## src/rtl/clk_enable_gen_pkg.sv

```systemverilog
// ---------------------------------------------------------------------------
// clk_enable_gen_pkg
// Shared types and constants for the clock-enable generator.
//   mode_e      : channel output mode (MODE_PULSE / MODE_SQUARE)
//   DEFAULT_DIV : divisor every channel holds after reset (period 51 cycles)
// ---------------------------------------------------------------------------
package clk_enable_gen_pkg;

    typedef enum logic {
        MODE_PULSE  = 1'b0,
        MODE_SQUARE = 1'b1
    } mode_e;

    localparam int DEFAULT_DIV = 50;

endpackage

```

## src/rtl/clk_enable_ch.sv

```systemverilog
// ---------------------------------------------------------------------------
// clk_enable_ch
// One divider channel: counts 0..div, emits a one-cycle tick after cnt==div
// and drives clk_out as a pulse (== tick) or, when CLK_ENABLE_GEN_SQUARE_EN
// is defined, optionally a 50% square wave toggling on every wrap.
// A new divisor/mode is parked in a shadow and activated at the next wrap,
// on sync, or on the next cycle while the channel is disabled.
// Ports:
//   clk, rst_n  : clock, asynchronous active-low reset
//   en, sync    : run enable, phase restart
//   cfg_load    : accepted config for this channel (shadow load)
//   cfg_div     : new divisor
//   cfg_mode    : new mode (only with CLK_ENABLE_GEN_SQUARE_EN)
//   pending     : shadow holds a config not yet active
//   tick        : registered one-cycle enable pulse
//   clk_out     : registered output waveform
// ---------------------------------------------------------------------------
module clk_enable_ch
    import clk_enable_gen_pkg::*;
#(
    parameter int CNT_W   = 27,
    parameter int RST_DIV = 50
) (
    input  logic             clk,
    input  logic             rst_n,
    input  logic             en,
    input  logic             sync,
    input  logic             cfg_load,
    input  logic [CNT_W-1:0] cfg_div,
`ifdef CLK_ENABLE_GEN_SQUARE_EN
    input  logic             cfg_mode,
`endif
    output logic             pending,
    output logic             tick,
    output logic             clk_out
);

    logic [CNT_W-1:0] cnt_reg;
    logic [CNT_W-1:0] div_reg;
    logic [CNT_W-1:0] pend_div_reg;
    logic             pending_reg;
    logic             tick_reg;
    logic             wrap;

    assign wrap = (cnt_reg == div_reg);

`ifdef CLK_ENABLE_GEN_SQUARE_EN
    mode_e mode_reg;
    mode_e pend_mode_reg;
    mode_e next_mode;
    logic  mode_change;
    logic  clk_out_reg;

    // Mode that will be in force after the current wrap.
    assign next_mode   = pending_reg ? pend_mode_reg : mode_reg;
    assign mode_change = pending_reg && (pend_mode_reg != mode_reg);
`endif

    always_ff @(posedge clk or negedge rst_n) begin
        if (!rst_n) begin
            cnt_reg      <= '0;
            div_reg      <= CNT_W'(RST_DIV);
            pend_div_reg <= '0;
            pending_reg  <= 1'b0;
            tick_reg     <= 1'b0;
`ifdef CLK_ENABLE_GEN_SQUARE_EN
            mode_reg      <= MODE_PULSE;
            pend_mode_reg <= MODE_PULSE;
            clk_out_reg   <= 1'b0;
`endif
        end else begin
            // sync and disable restart the count and are the points (besides
            // a wrap) where a parked config may be activated.
            if (sync || !en || wrap) begin
                cnt_reg <= '0;
                if (pending_reg) begin
                    div_reg     <= pend_div_reg;
                    pending_reg <= 1'b0;
`ifdef CLK_ENABLE_GEN_SQUARE_EN
                    mode_reg    <= pend_mode_reg;
`endif
                end
            end else begin
                cnt_reg <= cnt_reg + CNT_W'(1);
            end

            tick_reg <= en && !sync && wrap;

`ifdef CLK_ENABLE_GEN_SQUARE_EN
            if (sync || !en) begin
                clk_out_reg <= 1'b0;
            end else if (wrap) begin
                if (mode_change)
                    clk_out_reg <= 1'b0;
                else if (next_mode == MODE_PULSE)
                    clk_out_reg <= 1'b1;
                else
                    clk_out_reg <= ~clk_out_reg;
            end else if (mode_reg == MODE_PULSE) begin
                clk_out_reg <= 1'b0;
            end
`endif

            // A load is only possible while nothing is pending, so it never
            // collides with the clear above.
            if (cfg_load) begin
                pend_div_reg  <= cfg_div;
                pending_reg   <= 1'b1;
`ifdef CLK_ENABLE_GEN_SQUARE_EN
                pend_mode_reg <= mode_e'(cfg_mode);
`endif
            end
        end
    end

    assign pending = pending_reg;
    assign tick    = tick_reg;
`ifdef CLK_ENABLE_GEN_SQUARE_EN
    assign clk_out = clk_out_reg;
`else
    assign clk_out = tick_reg;
`endif

endmodule

```

## src/rtl/clk_enable_gen.sv

```systemverilog
// ---------------------------------------------------------------------------
// clk_enable_gen
// NUM_CH independent clock-enable dividers sharing one config port.
// Optional square-wave mode is built only when CLK_ENABLE_GEN_SQUARE_EN is
// defined; otherwise cfg_mode is ignored and clk_out equals tick.
// Ports:
//   clk, rst_n          : clock, asynchronous active-low reset
//   en[NUM_CH]          : per-channel run enable
//   sync                : restart all channels in phase
//   cfg_valid/cfg_ready : config handshake
//   cfg_ch              : target channel (values >= NUM_CH are discarded)
//   cfg_div, cfg_mode   : new divisor and mode (0 pulse, 1 square)
//   tick[NUM_CH]        : one-cycle enable pulses
//   clk_out[NUM_CH]     : output waveforms
// ---------------------------------------------------------------------------
module clk_enable_gen #(
    parameter int NUM_CH      = 2,
    parameter int CNT_W       = 27,
    parameter int DEFAULT_DIV = clk_enable_gen_pkg::DEFAULT_DIV,
    localparam int CH_W       = (NUM_CH > 1) ? $clog2(NUM_CH) : 1
) (
    input  logic              clk,
    input  logic              rst_n,
    input  logic [NUM_CH-1:0] en,
    input  logic              sync,
    input  logic              cfg_valid,
    output logic              cfg_ready,
    input  logic [CH_W-1:0]   cfg_ch,
    input  logic [CNT_W-1:0]  cfg_div,
    input  logic              cfg_mode,
    output logic [NUM_CH-1:0] tick,
    output logic [NUM_CH-1:0] clk_out
);

    logic [NUM_CH-1:0] sel;
    logic [NUM_CH-1:0] pending;

    // An out-of-range cfg_ch selects no channel, so it is always ready and
    // the transfer is silently dropped.
    assign cfg_ready = ~|(sel & pending);

`ifndef CLK_ENABLE_GEN_SQUARE_EN
    logic unused_cfg_mode;
    assign unused_cfg_mode = cfg_mode;
`endif

    generate
        for (genvar gi = 0; gi < NUM_CH; gi++) begin : g_ch
            assign sel[gi] = (cfg_ch == CH_W'(gi));

            clk_enable_ch #(
                .CNT_W   (CNT_W),
                .RST_DIV (DEFAULT_DIV)
            ) u_ch (
                .clk      (clk),
                .rst_n    (rst_n),
                .en       (en[gi]),
                .sync     (sync),
                .cfg_load (cfg_valid && cfg_ready && sel[gi]),
                .cfg_div  (cfg_div),
`ifdef CLK_ENABLE_GEN_SQUARE_EN
                .cfg_mode (cfg_mode),
`endif
                .pending  (pending[gi]),
                .tick     (tick[gi]),
                .clk_out  (clk_out[gi])
            );
        end
    endgenerate

endmodule
```

## config.mk

```make
export PLATFORM = sky130hd
export DESIGN_NAME = clk_enable_gen
export DESIGN_NICKNAME = d
export VERILOG_FILES = /design/src/rtl/clk_enable_gen_pkg.sv /design/src/rtl/clk_enable_ch.sv /design/src/rtl/clk_enable_gen.sv
export SDC_FILE = /design/constraint.sdc
export NUM_CORES = 1
export LEC_CHECK = 0
export BUFFER_PORTS_ARGS = -buffer_cell sky130_fd_sc_hd__buf_2
export CORE_ASPECT_RATIO = 1.75
export CORE_MARGIN = 5
export CORE_UTILIZATION = 23
export DETAILED_ROUTE_END_ITERATION = 10
export GPL_TIMING_DRIVEN = 0
export HOLD_SLACK_MARGIN = 0.02
export PLACE_DENSITY = 0.41
export SLEW_MARGIN = 10
export SYNTH_ARGS = -nofsm -noshare
export SYNTH_HDL_FRONTEND = slang
export SYNTH_SLANG_ARGS = --single-unit
```

## constraint.sdc

```tcl
create_clock -name clk -period 2.9 [get_ports clk]
set_clock_uncertainty 0.05 [all_clocks]
set_input_delay 0.29 -clock clk [delete_from_list [all_inputs] [get_ports clk]]
set_output_delay 0.29 -clock clk [all_outputs]
set_load 0.01 [all_outputs]
```

==> impl_metrics.csv <==
group,metric,value,unit
run_status,status,"complete, no violations",
timing,hold_viol,0,
logic_synthesis,yosysWarnings,0,
timing,timing.slew.headroom,49.1,%
global_route,grt_antenna_before_repair,0,
min_path,min_path_type,"input pin to flip-flop",
layout,fin_cells,1074,
setup_path,critPathMaxFanout,10,
pwr,p_per_area,748,nW/um^2
placed_design,dp_hpwl,13600,um
die,die_height,251,um
setup_path,cp-start-kind,"flip-flop",
logic_synthesis,synthTopCellsByArea,"dfrtp_1 53%, mux2_2 10%, xnor2_1 9.9%",
placed_design,pre_cts_ws,-8.13,ps
clock_network,clkTransAtPathRegs,60,ps
placed_design,dpl_cell_area,8360,sq um
global_route,met2_usage,20.9,%
setup_path,max_stage_delay,570,ps
route,routed_wirelength,18200,um
logic_synthesis,avgSynthCellArea,12.8,sq um
global_route,grt_use_met3,2.06,%
layout,area_delta_synth_final,18.4,%
pwr,finalPower,6.75,mW
die,chipWidth,148,um
route,via_count,4436,
die,die_area,37000,sq um
pwr,max-vdd-ir-drop,0.456,mV
logic_synthesis,yosysSeqAreaShare,54.6,%
timing,finalSetupTns,0,ps
timing,fmax,363,MHz
timing,fin_crit_sh,94.9,%
global_route,track_usage,10.4,%
layout,multi_input_area,3270,sq um
layout,antenna_cells_inserted,0,
route,drtIter0Drc,196,
die,row_count,88,
logic_synthesis,yosys_register_bits,166,
layout,post-route-cell-area,9020,sq um
route,drcViolationCount,0,
timing,whs,56.7,ps
timing,setup_violations,0,
clock_network,clk_latency,440,ps
clock_network,clockBufferDepth,2,
die,io-pin-count,40,
route,drt-pass1-iter-count,4,
placed_design,dp_cells,1040,
clock_network,tritoncts,"built",
layout,drive_above_1_share,32.0,%
timing,tightest_slew,764,ps
setup_path,path_class,"flip-flop to flip-flop",
timing,rsz0062_at_grt,"false",
die,core_area,32900,sq um
global_route,grt_max_degree,90,
clock_network,cts_setup_buffers,0,
global_route,grt_pass1_wl,29100,um
setup_path,crit_arrival,3020,ps
setup_path,required,3170,ps
route,viasPerCell,4.13,
layout,final_cell_mix,"160 x dfrtp_1, 85 x xnor2_1, 71 x nor2_1",
layout,fillerInstances,3364,
clock_network,numCtsBuffers,17,
logic_synthesis,synth_cell_type_count,37,
pwr,cellLeakagePower,3.68,nW
clock_network,cts_root_buf,"clkbuf_16",
logic_synthesis,synth_top_area_cell,"dfrtp_1",
route,antenna_left,0,
global_route,use_met1,10.2,%
flow_run,drv_cap,0,
die,start_util,23.1,%
clock_network,cts-htree-levels,4,
setup_path,slowest_stage,"nor4_4",
placed_design,io_buffers,38,
timing,setup_ws,148,ps
setup_path,crit_chain,"xnor2_1 > nand4_1 > nor4_4 > a41oi_4 > buf_6 > mux2_4",
global_route,first_global_vias,4828,
placed_design,gp_congestion,0.759,
timing,fin_crit,2750,ps
logic_synthesis,synth_top_area_share,52.5,%
global_route,grt-ovfl-total,0,
layout,utilization,27.4,%
layout,seqCellArea,4160,sq um
timing,drv_slew,0,
global_route,grt.busiest_layer,"met2",
logic_synthesis,synthCells,596,
layout,layout_commonest_cell,"dfrtp_1",
logic_synthesis,syn_nets,633,
setup_path,cp-end-kind,"flip-flop",
layout,fin_nets,693,
clock_network,cts_sinks,166,
route,wire_per_inst,16.9,um
logic_synthesis,syn-cell-area,7620,sq um
## cell families (layout without fill, tap and decap cells)
kind of cell / after synthesis / after routing / synth area share [%]
AO/OA/AOI/OAI: 6 / 6 / 1.12
XOR/XNOR: 104 / 104 / 12.0
adder cells (fa/ha/maj): 2 / 2 / 0.328
buffers and inverters: 38 / 111 / 2.61
flip-flops: 166 / 166 / 54.6
multiplexers: 109 / 109 / 18.1
AND/OR/NAND/NOR: 171 / 171 / 11.3
## timing repair
| item | 4_1_cts | 5_1_grt |
|---|---|---|
| endpoints found under the hold margin | 76 | 0 |
| hold buffers | 2 | 0 |
| setup endpoints to repair | 21 | 0 |
| resized for setup | 2 | 0 |
## routing by layer
layer,share of wire (%),up-vias
met5,0,-
li1,-,2167
met4,2.4,0
met1,36,2216
met2,60,32
met3,1.3,21
## critical path, delay by kind of cell, from the launching register on
kind,cells,cell delay [ps]
DFF,1,410
xor gates and xnor gates,1,400
and+or+nand+nor,2,850
AOI/OAI and AO/OA,1,350
muxes,1,300
buffers and inverters,1,260
## cell type report
cell class / count / area share, %
Tap cell: 405 / 5.62
Timing Repair Buffer: 41 / 2.75
Multi-Input combinational cell: 392 / 36.3
Sequential cell: 166 / 46.1
Clock inverter: 13 / 1.97
Clock buffer: 19 / 5.02
Inverter: 12 / 0.499
Buffer: 26 / 1.71
## synth_stat cells (all sizes together)
cell type and count:
and2 2, nor2 71, or4 2, mux2 108, nor4 12, inv 12, dfstp 6, xor2 18
mux2i 1, a31o 2, nor3 13, o21ai 1, clkbuf 9, dfrtp 160, nand2 18, nand4 21
a41oi 2, nor3b 1, and4 4, o21bai 1, or2 2, and3 2, xnor2 86, or3 2
nor2b 2, buf 17, nand2b 2, ha 2, nand3 17
## final timing paths
path / slack (ps) / to / depth (start not counted) / start
max in group asynchronous: 1460 / g_ch[1].u_ch.div_reg[4]$_DFFE_PN1P_ / 3 / rst_n
setup reg to reg: 150 / g_ch[1].u_ch.div_reg[17]$_DFFE_PN0P_ / 6 / g_ch[1].u_ch.cnt_reg[6]$_DFF_PN0_
min in group asynchronous: 360 / g_ch[0].u_ch.div_reg[20]$_DFFE_PN0P_ / 2 / rst_n
setup / recovery: 150 / g_ch[1].u_ch.div_reg[17]$_DFFE_PN0P_ / 6 / g_ch[1].u_ch.cnt_reg[6]$_DFF_PN0_
hold / removal: 60 / g_ch[1].u_ch.pend_div_reg[5]$_DFFE_PN0P_ / 2 / cfg_div[5]
hold reg to reg: 450 / g_ch[1].u_ch.div_reg[23]$_DFFE_PN0P_ / 1 / g_ch[1].u_ch.pend_div_reg[23]$_DFFE_PN0P_
## power breakdown
group / internal (mW) / switching [mW]
combinational: 0.725 / 0.462
clock: 1.48 / 0.961
sequential: 2.80 / 0.319
No activity file was read; power rests on OpenSTA's default activity.
